===== config.mk =====
export PLATFORM = sky130hd
export DESIGN_NAME = div_iter_flat
export DESIGN_NICKNAME = d
export VERILOG_FILES = /design/src/rtl/div_iter_if.sv /design/src/rtl/div_iter.sv /design/src/flat_wrapper.sv
export SDC_FILE = /design/constraint.sdc
export NUM_CORES = 1
export LEC_CHECK = 0
export BUFFER_PORTS_ARGS = -buffer_cell sky130_fd_sc_hd__buf_2
export CAP_MARGIN = 30
export CORE_MARGIN = 4
export CORE_UTILIZATION = 40
export CTS_CLUSTER_SIZE = 25
export DETAILED_ROUTE_END_ITERATION = 8
export SYNTH_ARGS = -nofsm -noshare
export SYNTH_HDL_FRONTEND = slang
export SYNTH_SLANG_ARGS = --single-unit

===== constraint.sdc =====
create_clock -name clk -period 4.71 [get_ports clk]
set_input_delay 1.1775 -clock clk [delete_from_list [all_inputs] [get_ports clk]]
set_output_delay 1.1775 -clock clk [all_outputs]
set_load 0.1 [all_outputs]

===== src/rtl/div_iter_if.sv =====
// Handshake bundle between the EX stage and the iterative divider.
// EX drives the request side; the divider returns busy/result.
interface div_iter_if #(
  parameter int WIDTH = 32
);
  logic               start;
  logic               signed_op;
  logic [WIDTH-1:0]   dividend;
  logic [WIDTH-1:0]   divisor;
  logic               annul;
  logic               busy;
  logic               result_ok;
  logic [2*WIDTH-1:0] result;

  modport master (
    output start,
    output signed_op,
    output dividend,
    output divisor,
    output annul,
    input  busy,
    input  result_ok,
    input  result
  );

  modport slave (
    input  start,
    input  signed_op,
    input  dividend,
    input  divisor,
    input  annul,
    output busy,
    output result_ok,
    output result
  );
endinterface


===== src/rtl/div_iter.sv =====
// Radix-2 restoring divider for EX-stage DIV/DIVU.
// Returns {remainder, quotient} in hilo layout after a fixed latency.
module div_iter #(
  parameter int WIDTH = 32
) (
  input  logic      clk,
  input  logic      rst,
  div_iter_if.slave bus
);
  localparam int CW = (WIDTH > 1) ? $clog2(WIDTH) : 1;
  localparam logic [WIDTH-1:0] ONE = WIDTH'(1);
  localparam logic [CW-1:0] LAST = CW'(WIDTH - 1);

  typedef enum logic [2:0] {
    IDLE,
    PREP,
    RUN,
    FIX,
    DONE
  } state_t;

  state_t             state_q;
  logic [WIDTH-1:0]   a_q;
  logic [WIDTH-1:0]   b_q;
  logic               sop_q;
  logic [WIDTH-1:0]   rem_q;
  logic [WIDTH-1:0]   quo_q;
  logic [WIDTH-1:0]   div_q;
  logic               qneg_q;
  logic               rneg_q;
  logic [CW-1:0]      cnt_q;
  logic               busy_q;
  logic               ok_q;
  logic [2*WIDTH-1:0] res_q;

  logic               idle_like;
  logic               accept;
  logic [WIDTH-1:0]   a_abs;
  logic [WIDTH-1:0]   b_abs;
  logic [WIDTH:0]     shifted;
  logic [WIDTH+1:0]   diff;
  logic               borrow;
  logic [WIDTH-1:0]   rem_fix;
  logic [WIDTH-1:0]   quo_fix;

  assign idle_like = (state_q == IDLE) ||
                     (state_q == DONE);
  assign accept    = idle_like &&
                     bus.start && !bus.annul;

  assign a_abs = (sop_q && a_q[WIDTH-1]) ?
                 (~a_q + ONE) : a_q;
  assign b_abs = (sop_q && b_q[WIDTH-1]) ?
                 (~b_q + ONE) : b_q;

  // One extra bit on each side keeps |-2^(W-1)| and the borrow exact.
  assign shifted = {rem_q, quo_q[WIDTH-1]};
  assign diff    = {1'b0, shifted} -
                   {2'b00, div_q};
  assign borrow  = diff[WIDTH+1];

  assign rem_fix = rneg_q ? (~rem_q + ONE) : rem_q;
  assign quo_fix = qneg_q ? (~quo_q + ONE) : quo_q;

  always_ff @(posedge clk or negedge rst) begin
    if (!rst) begin
      state_q <= IDLE;
      a_q     <= '0;
      b_q     <= '0;
      sop_q   <= 1'b0;
      rem_q   <= '0;
      quo_q   <= '0;
      div_q   <= '0;
      qneg_q  <= 1'b0;
      rneg_q  <= 1'b0;
      cnt_q   <= '0;
      busy_q  <= 1'b0;
      ok_q    <= 1'b0;
      res_q   <= '0;
    end else begin
      ok_q <= 1'b0;
      unique case (state_q)
        IDLE, DONE: begin
          if (accept) begin
            a_q     <= bus.dividend;
            b_q     <= bus.divisor;
            sop_q   <= bus.signed_op;
            busy_q  <= 1'b1;
            state_q <= PREP;
          end else begin
            state_q <= IDLE;
          end
        end
        PREP: begin
          if (bus.annul) begin
            busy_q  <= 1'b0;
            state_q <= IDLE;
          end else begin
            rem_q   <= '0;
            quo_q   <= a_abs;
            div_q   <= b_abs;
            qneg_q  <= sop_q &
                       (a_q[WIDTH-1] ^ b_q[WIDTH-1]);
            rneg_q  <= sop_q & a_q[WIDTH-1];
            cnt_q   <= '0;
            state_q <= RUN;
          end
        end
        RUN: begin
          if (bus.annul) begin
            busy_q  <= 1'b0;
            state_q <= IDLE;
          end else begin
            rem_q <= borrow ? shifted[WIDTH-1:0]
                            : diff[WIDTH-1:0];
            quo_q <= {quo_q[WIDTH-2:0], ~borrow};
            cnt_q <= cnt_q + CW'(1);
            if (cnt_q == LAST) begin
              state_q <= FIX;
            end
          end
        end
        FIX: begin
          busy_q  <= 1'b0;
          if (bus.annul) begin
            state_q <= IDLE;
          end else begin
            res_q   <= {rem_fix, quo_fix};
            ok_q    <= 1'b1;
            state_q <= DONE;
          end
        end
        default: begin
          busy_q  <= 1'b0;
          state_q <= IDLE;
        end
      endcase
    end
  end

  assign bus.busy      = busy_q;
  assign bus.result_ok = ok_q;
  assign bus.result    = res_q;
endmodule


===== src/flat_wrapper.sv =====
// flat-port wrapper written by rule: the top's interface ports become plain ports
module div_iter_flat 
#(
  parameter int WIDTH = 32
)
  (clk, rst, bus_start, bus_signed_op, bus_dividend, bus_divisor, bus_annul, bus_busy, bus_result_ok, bus_result);
  div_iter_if #(.WIDTH(WIDTH)) bus_i ();
  input  logic clk;
  input  logic rst;
  input wire logic [$bits(bus_i.start)-1:0] bus_start;
  input wire logic [$bits(bus_i.signed_op)-1:0] bus_signed_op;
  input wire logic [$bits(bus_i.dividend)-1:0] bus_dividend;
  input wire logic [$bits(bus_i.divisor)-1:0] bus_divisor;
  input wire logic [$bits(bus_i.annul)-1:0] bus_annul;
  output wire logic [$bits(bus_i.busy)-1:0] bus_busy;
  output wire logic [$bits(bus_i.result_ok)-1:0] bus_result_ok;
  output wire logic [$bits(bus_i.result)-1:0] bus_result;
  assign bus_i.start = bus_start;
  assign bus_i.signed_op = bus_signed_op;
  assign bus_i.dividend = bus_dividend;
  assign bus_i.divisor = bus_divisor;
  assign bus_i.annul = bus_annul;
  assign bus_busy = bus_i.busy;
  assign bus_result_ok = bus_i.result_ok;
  assign bus_result = bus_i.result;
  div_iter #(.WIDTH(WIDTH)) u_core (.clk(clk), .rst(rst), .bus(bus_i));
endmodule

Yosys cells after proc, flatten, opt, wreduce, memory -nomap -nowiden
Index checks and enable logic that the tools add are counted.

Add/subtract/negate cells: 6. Equal/unequal tests: 10. Muxes and demuxes: 25. Bitwise operators: 9. Reduce and logical (&&, ||, !) cells: 15.

Operators by type and width (number): $mux 32 (9); $add 32x1->32 const B (4); $not 32->32 (4); $pmux 32 s2 (2); $sub 33x32->34 (1); $pmux 3 s4 (1); $mux 5 (2); $pmux 5 s2 (1); $mux 3 (3); $reduce_and 2->1 (4); $eq 3x2->1 const B (2); $add 5x1->5 const B (1); $eq 5x5->1 const B (1); $mux 1 (5); $logic_and 1x1->1 (4); $ne 2x1->1 const B (2); $ne 2x2->1 const B (2); $reduce_or 2->1 (2); $eq 3x1->1 const B (1); $eq 3x3->1 const B (1); $logic_not 3->1 (1); $ne 3x2->1 const B (1); $reduce_and 3->1 (1); $and 1x1->1 (2); 7 further kinds (8).

Bits in registers: 237. Input port bits: 69. Output and inout bits: 66. Logic and storage cells: 78.

Logic depth before layout (Yosys ltp)
Gate-level depths: netlist (run 1).

Depth in word-level cells: 6. Depth in mapped cells: 14. Depth with buffers taken out: 12.

Worst setup path before layout (run 1)
OpenSTA, ideal clock, no wires.

Path type: register to register. Start: register u_core.quo_q[31]. End: register u_core.rem_q[26]. Library setup time: 122 ps. Arrival: 2747 ps. Required time: 4588 ps. Setup slack: 1841 ps. Stages on the path, launching flop included: 13. Path buffers: 0. Clock period less this slack: 2869 ps. Path through: dfrtp_1 -> inv_1 -> ha_1 -> fa_1 -> nor2b_1 -> o2111ai_1 -> a31oi_1 -> o21ai_0 -> o21ai_0 -> a21boi_0 -> o31ai_1 -> mux2i_1 -> nand2_1.

Cells in the longest elaborated chain, start to end: 4.

Ends and longest elaborated chain: start: declaration (line div_iter.sv:27) `logic [WIDTH-1:0] quo_q;`; start signal: assignment (line div_iter.sv:100) `quo_q <= a_abs;`; start signal: assignment (line div_iter.sv:116) `quo_q <= {quo_q[WIDTH-2:0], ~borrow};`; $sub 33x32->34 (line div_iter.sv:58) `assign diff = {1'b0, shifted} -`; $mux 32 (line div_iter.sv:114) `rem_q <= borrow ? shifted[WIDTH-1:0]`; $mux 32 (line div_iter.sv:110) `if (bus.annul) begin`; $pmux 32 s2 (line div_iter.sv:82) `unique case (state_q)`; end signal: assignment (line div_iter.sv:114); end: declaration (line div_iter.sv:26) `logic [WIDTH-1:0] rem_q;`.

Every way passes these cells. The select of a mux whose other input is x is not followed. A chain may end at the register's enable or synchronous reset.

Final worst setup path (run 1)
Same ends and word-level chain as after synthesis.

==> flow_metrics.tcl, run 1 <==
set metrics [dict create \
    status "completed" \
    p_leak_nw 7.04 \
    rsz0062_at_grt "no" \
    synth_mux_area_share_pct 5.39 \
    crit_type "register to register" \
    max_freq_mhz 285 \
    setup.worst_path.start "u_core.quo_q[31]" \
    worst_ep_arrival_time_ns 3.94 \
    endpoint_kind "register" \
    avgSynthCellArea_um2 9.04 \
    rows 66 \
    design_area_um2 15500 \
    max-cap-violations 0 \
    relSlewSlack_pct 36.8 \
    ys.warnings.count 0 \
    initial_utilization_pct 40.9 \
    dp_cells 2000 \
    fp.dieW_um 191 \
    grt_overflow 0 \
    tritoncts "built" \
    first_iter_violations 773 \
    worst_pin_slew_ns 0.947 \
    io_buffer_count 134 \
    post_route_cells_drive_above_1_share_pct 17.5 \
    ys.flop_type "dfrtp_1" \
    r2r-end "u_core.rem_q[26]" \
    gp_congestion 0.878 \
    skew_ns 0.0146 \
    clk_pin_slew_ns 0.06 \
    yosys.area_share.adder_pct 3.69 \
    cts_sinks 237 \
    synth_top_family_by_area "compound AO/OA/AOI/OAI gates" \
    cts_hold_buffers 0 \
    drc 0 \
    crit_path_start_kind "register" \
    ys_seq_area_share_pct 44.1 \
    antenna_found_initial 0 \
    vias 10700 \
    async_reset_ff_share_pct 100 \
    ys_types 68 \
    die_h_um 191 \
    n_fill_cell 3239 \
    grt_max_degree 93 \
    drt-total-wl_um 35000 \
    final_cells 2051 \
    period_minus_slack_ns 3.51 \
    ios 135 \
    dr.pass1.iters 5 \
    ys_ff_latch 237 \
    cts_setup_buffers 0 \
    synth_area_um2 13400 \
    syn-instance-count 1486 \
    synth_compound_area_share_pct 18.2 \
    hold_viol 0 \
    regArea_um2 5930 \
    crit_required_ns 5.14 \
    htree_levels 1 \
    cp-endpoint "u_core.rem_q[26]" \
    grt_pass1_vias 10100 \
    synth_nets 1594 \
    multiInputGateArea_um2 7010 \
    setup_viol 0 \
    final_common_cell "dfrtp_1" \
    ff2ff_path_depth 12 \
    timing.final.crit_share_pct 74.5 \
    final_cell_mix "dfrtp_1 (237), nand2_1 (218), o21ai_0 (208), buf_2 (134), a21oi_1 (107)" \
    antenna_violating_nets_post_route 0 \
    reg2reg_from "u_core.quo_q[31]" \
    grt_pass1_wl_um 55600 \
    clock_latency_ns 0.55 \
    cts-root-buf "clkbuf_16" \
    setup_tns_ns 0 \
    fp.coreArea_um2 32900 \
    clk_path_buf_depth 3 \
    worstPathMaxFanout 4 \
    cts_made_buffers 28 \
    cts_resized 0 \
    ir_worst_vdd_mv 0.504 \
    placed_area_um2 14500 \
    holdWs_ns 0.470 \
    area_growth_pct 15.6 \
    track_usage_pct 18.7 \
    min-delay-path-class "register to register" \
    r2r_slack_ns 1.20 \
    dieArea_um2 36600 \
    synthXorXnorAreaFrac_pct 9.26 \
    nets 1697 \
    post_drt_wl_per_cell_um 17.1 \
    dpl.hpwl_um 25800 \
    finalMaxSlewViolations 0 \
    synth_edf_count 0 \
    power_density_nw_per_um2 821 \
    diodes 0 \
    synth_simple_gate_area_share_pct 15.5 \
    vias_per_cell 5.21 \
]
==> cells in the mapped netlist (4+ instances only) <==
cell	number	area share, %
or4_1	7	0.39
o21ai_1	15	0.56
nand3_1	15	0.56
clkbuf_1	64	1.8
inv_1	54	1.5
o211ai_1	6	0.34
mux2_2	59	4.9
o21a_1	4	0.22
nand4_1	4	0.19
nor3_1	18	0.67
xnor2_1	64	4.2
nor4_1	14	0.65
nor3b_1	4	0.22
a21oi_1	107	4.0
o21ai_0	208	7.7
dfrtp_1	237	44
nor2_1	95	2.7
a21o_1	12	0.67
or2_2	9	0.42
a31oi_1	12	0.56
ha_1	38	3.5
mux2i_1	6	0.45
buf_2	4	0.15
xor2_1	78	5.1
and3_1	7	0.33
nand3b_1	4	0.22
a22o_1	6	0.39
a32oi_1	7	0.46
nand2_1	218	6.1
nor2b_1	7	0.33
or3_1	15	0.70
o41ai_1	9	0.59
o31ai_1	17	0.95
nand2b_1	13	0.61
==> per-layer routing <==
metal	vias up	part of all wire, %	global-route usage (%)
li1	5395	-	-
met1	4981	53	30.7
met2	267	39	25.4
met3	46	6.0	2.63
met4	0	2.1	4.56
met5	-	0	0
==> logic make-up after synthesis <==
kind of cell,after synthesis
adders and majority gates,39
xor gates and xnor gates,142
buffers and inverters,129
DFF,237
and+or+nand+nor,447
AOI/OAI and AO/OA,427
muxes,65
==> layout make-up <==
| type | instances | share of cell area (%) |
|---|---|---|
| repair buffers | 148 | 5.33 |
| flip-flops and latches | 237 | 38.2 |
| clock inverters | 9 | 1.10 |
| well taps | 442 | 3.56 |
| multi-input cells | 1120 | 45.2 |
| inverters | 54 | 1.31 |
| clock buffers | 41 | 5.35 |
==> how the worst min path moves through the flow <==
| stage | start | end | slack [ns] | cells after the start |
|---|---|---|---|---|
| floorplan | u_core.div_q[31] | u_core.div_q[31] | 0.45 | 1 |
| global placement | u_core.bus.result[38] | u_core.bus.result[38] | 0.46 | 2 |
| detailed placement | u_core.bus.result[31] | u_core.bus.result[31] | 0.47 | 2 |
| CTS | u_core.bus.result[31] | u_core.bus.result[31] | 0.48 | 2 |
| global route | u_core.bus.result[61] | u_core.bus.result[61] | 0.49 | 2 |
| finish | u_core.bus.result[5] | u_core.bus.result[5] | 0.47 | 2 |
==> through the flow <==
step                power, mW  utilization, %  setup slack [ns]
floorplan                8.76               -              1.84
global placement         10.4            44.1              1.21
detailed placement       10.4            44.2              1.10
CTS                      12.8            47.2              1.09
global route             13.7            47.2             0.856
finish                   12.8            47.2              1.20
==> registers in the layout, summed over array words and instances, names as in the netlist <==
register              count
u_core.state_q            3
u_core.div_q             32
u_core.cnt_q              5
u_core.b_q               32
u_core.rem_q             32
u_core.rneg_q             1
u_core.bus.busy           1
u_core.qneg_q             1
u_core.bus.result_ok      1
u_core.quo_q             32
u_core.sop_q              1
u_core.a_q               32
u_core.bus.result        64
==> critical path, stage by stage, from the launching register on <==
cell	delay, ns
dfrtp_1	0.40
inv_1	0.06
ha_1	0.21
fa_1	0.43
nor2b_1	0.20
o2111ai_1	0.17
a31oi_1	0.23
o21ai_0	0.19
o21ai_0	0.49
a21boi_0	0.31
o31ai_1	0.39
mux2i_1	0.23
nand2_1	0.07
==> power breakdown <==
part           internal (mW)  leakage, nW  switching, mW  total (mW)
clock network           1.48        0.494          0.849        2.33
logic                   2.17         3.55           4.61        6.78
registers               2.75         3.00          0.884        3.64
Power figures use the tool's default switching activity.
==> run 2, diff against run 1 <==
==> constraint.sdc (replaced) <==
create_clock -name clk -period 3.11 [get_ports clk]
set_input_delay 0.7775 -clock clk [delete_from_list [all_inputs] [get_ports clk]]
set_output_delay 0.7775 -clock clk [all_outputs]
set_load 0.1 [all_outputs]
==> flow_metrics.tcl, run 2 (same netlist as run 1, synthesis figures left out) <==
set metrics [dict create \
    largest_reg_flops 64 \
    dpl.hpwl_um 25700 \
    htree_levels 1 \
    vias 10800 \
    dr.pass1.iters 5 \
    min-delay-path-class "primary input to async pin" \
    ff2ff_path_depth 7 \
    cts_sinks 237 \
    ios 135 \
    period_minus_slack_ns 2.97 \
    r2r_slack_ns 0.14 \
    status "completed" \
    initial_utilization_pct 40.9 \
    drc 0 \
    area_growth_pct 18.6 \
    grt_max_degree 77 \
    track_usage_pct 18.7 \
    antenna_found_initial 3 \
    io_buffer_count 134 \
    gp_congestion 0.876 \
    max_freq_mhz 336 \
    grt_pass1_vias 10500 \
    rows 66 \
    grt_pass1_wl_um 56500 \
    ir_worst_vdd_mv 0.602 \
    vias_per_cell 5.13 \
    hold_viol 0 \
    final_common_cell "dfrtp_1" \
    first_iter_violations 670 \
    tritoncts "built" \
    worst_pin_slew_ns 0.910 \
    antenna_violating_nets_post_route 0 \
    p_leak_nw 7.27 \
    relSlewSlack_pct 39.3 \
    r2r-end "u_core.quo_q[31]" \
    power_density_nw_per_um2 1240 \
    n_fill_cell 3222 \
    setup_tns_ns 0 \
    drt-total-wl_um 34300 \
    crit_path_start_kind "register" \
    max-cap-violations 0 \
    finalMaxSlewViolations 0 \
    reg2reg_from "u_core.a_q[10]" \
    rsz0062_at_grt "no" \
    fp.dieW_um 191 \
    cts-root-buf "clkbuf_16" \
    post_route_cells_drive_above_1_share_pct 20.3 \
    post_drt_wl_per_cell_um 16.4 \
    grt_overflow 0 \
    regArea_um2 5930 \
    dieArea_um2 36600 \
    die_h_um 191 \
    crit_type "register to register" \
    clk_path_buf_depth 3 \
    final_cells 2096 \
    fp.coreArea_um2 32900 \
    multiInputGateArea_um2 7050 \
    worstPathMaxFanout 5 \
    endpoint_kind "register" \
    clk_pin_slew_ns 0.06 \
    nets 1742 \
    timing.final.crit_share_pct 95.6 \
    skew_ns 0.00934 \
    final_cell_mix "dfrtp_1 (236), nand2_1 (218), o21ai_0 (207), buf_2 (133), a21oi_1 (106)" \
    clock_latency_ns 0.54 \
    cts_made_buffers 28 \
    setup_viol 0 \
    crit_required_ns 3.55 \
    worst_ep_arrival_time_ns 3.41 \
    cts_hold_buffers 0 \
    dp_cells 2043 \
]
[run 2: cell types whose count changed in the layout (fill, tap and decap cells not counted), moves of 2 or more]
cell,before,now
a31oi_1,12,10
ha_1,38,36
a31oi_2,0,2
buf_12,3,8
ha_2,0,2
buf_4,9,51
[run 2: critical path: stages (launching register included)]
cell,delay (ns)
dfrtp_1,0.42
or3_4,0.42
nor4_4,0.29
or4b_1,0.50
or4_4,0.50
o41ai_2,0.21
nand3_1,0.21
a31oi_2,0.31
[run 2: per-layer routing]
metal	wire length (µm)	track usage (%)	vias to the layer above	part of all wire (%)
li1	-	-	5493	-
met1	18800	30.8	4985	55
met2	13000	24.5	223	38
met3	1890	3.71	47	5.5
met4	573	4.61	4	1.7
met5	27	0	-	0.079
[run 2: cell type report]
class,count,area share [%]
antenna,1,0.0157
clock buffer,39,5.11
clock inverter,10,0.958
inverter,54,1.27
multi-input combinational,1120,44.2
sequential,237,37.2
tap,442,3.47
timing repair buffer,193,7.68
[run 2: power breakdown]
group          switching [mW]  internal [mW]
clock                    1.27           2.14
sequential               1.19           4.17
combinational            7.17           3.76
[run 2: how the worst max path moves through the flow]
stage | startpoint | endpoint | slack (ns) | cells past startpoint
floorplan | u_core.quo_q[31] | u_core.rem_q[26] | 0.24 | 12
global placement | u_core.a_q[8] | u_core.quo_q[31] | 0.02 | 7
detailed placement | u_core.a_q[4] | u_core.quo_q[31] | 0.08 | 7
CTS | u_core.a_q[4] | u_core.quo_q[31] | 0.04 | 7
global route | u_core.rem_q[17] | u_core.rem_q[2] | 0.0004 | 13
finish | u_core.a_q[10] | u_core.quo_q[31] | 0.14 | 7
[run 2: what timing repair did]
item,CTS,global route
setup buffers,0,3
resized for setup,0,10
endpoints found under the setup margin,0,27
[run 2: per-stage QoR]
| step | total power [mW] | hold WS [ns] | cell area [µm²] | setup WS, ns | utilization, % |
|---|---|---|---|---|---|
| 4_1_cts | 19.7 | 0.172 | 15900 | 0.0428 | 48.3 |
| 2_1_floorplan | 13.3 | 0.449 | 13400 | 0.241 | - |
| 3_3_place_gp | 16.1 | 0.459 | 14900 | 0.0233 | 45.3 |
| 6_report | 19.7 | 0.170 | 15900 | 0.138 | 48.5 |
| 5_1_grt | 21.2 | 0.185 | 15900 | 0.000415 | 48.5 |
| 3_5_place_dp | 16.2 | 0.465 | 14900 | 0.0772 | 45.3 |
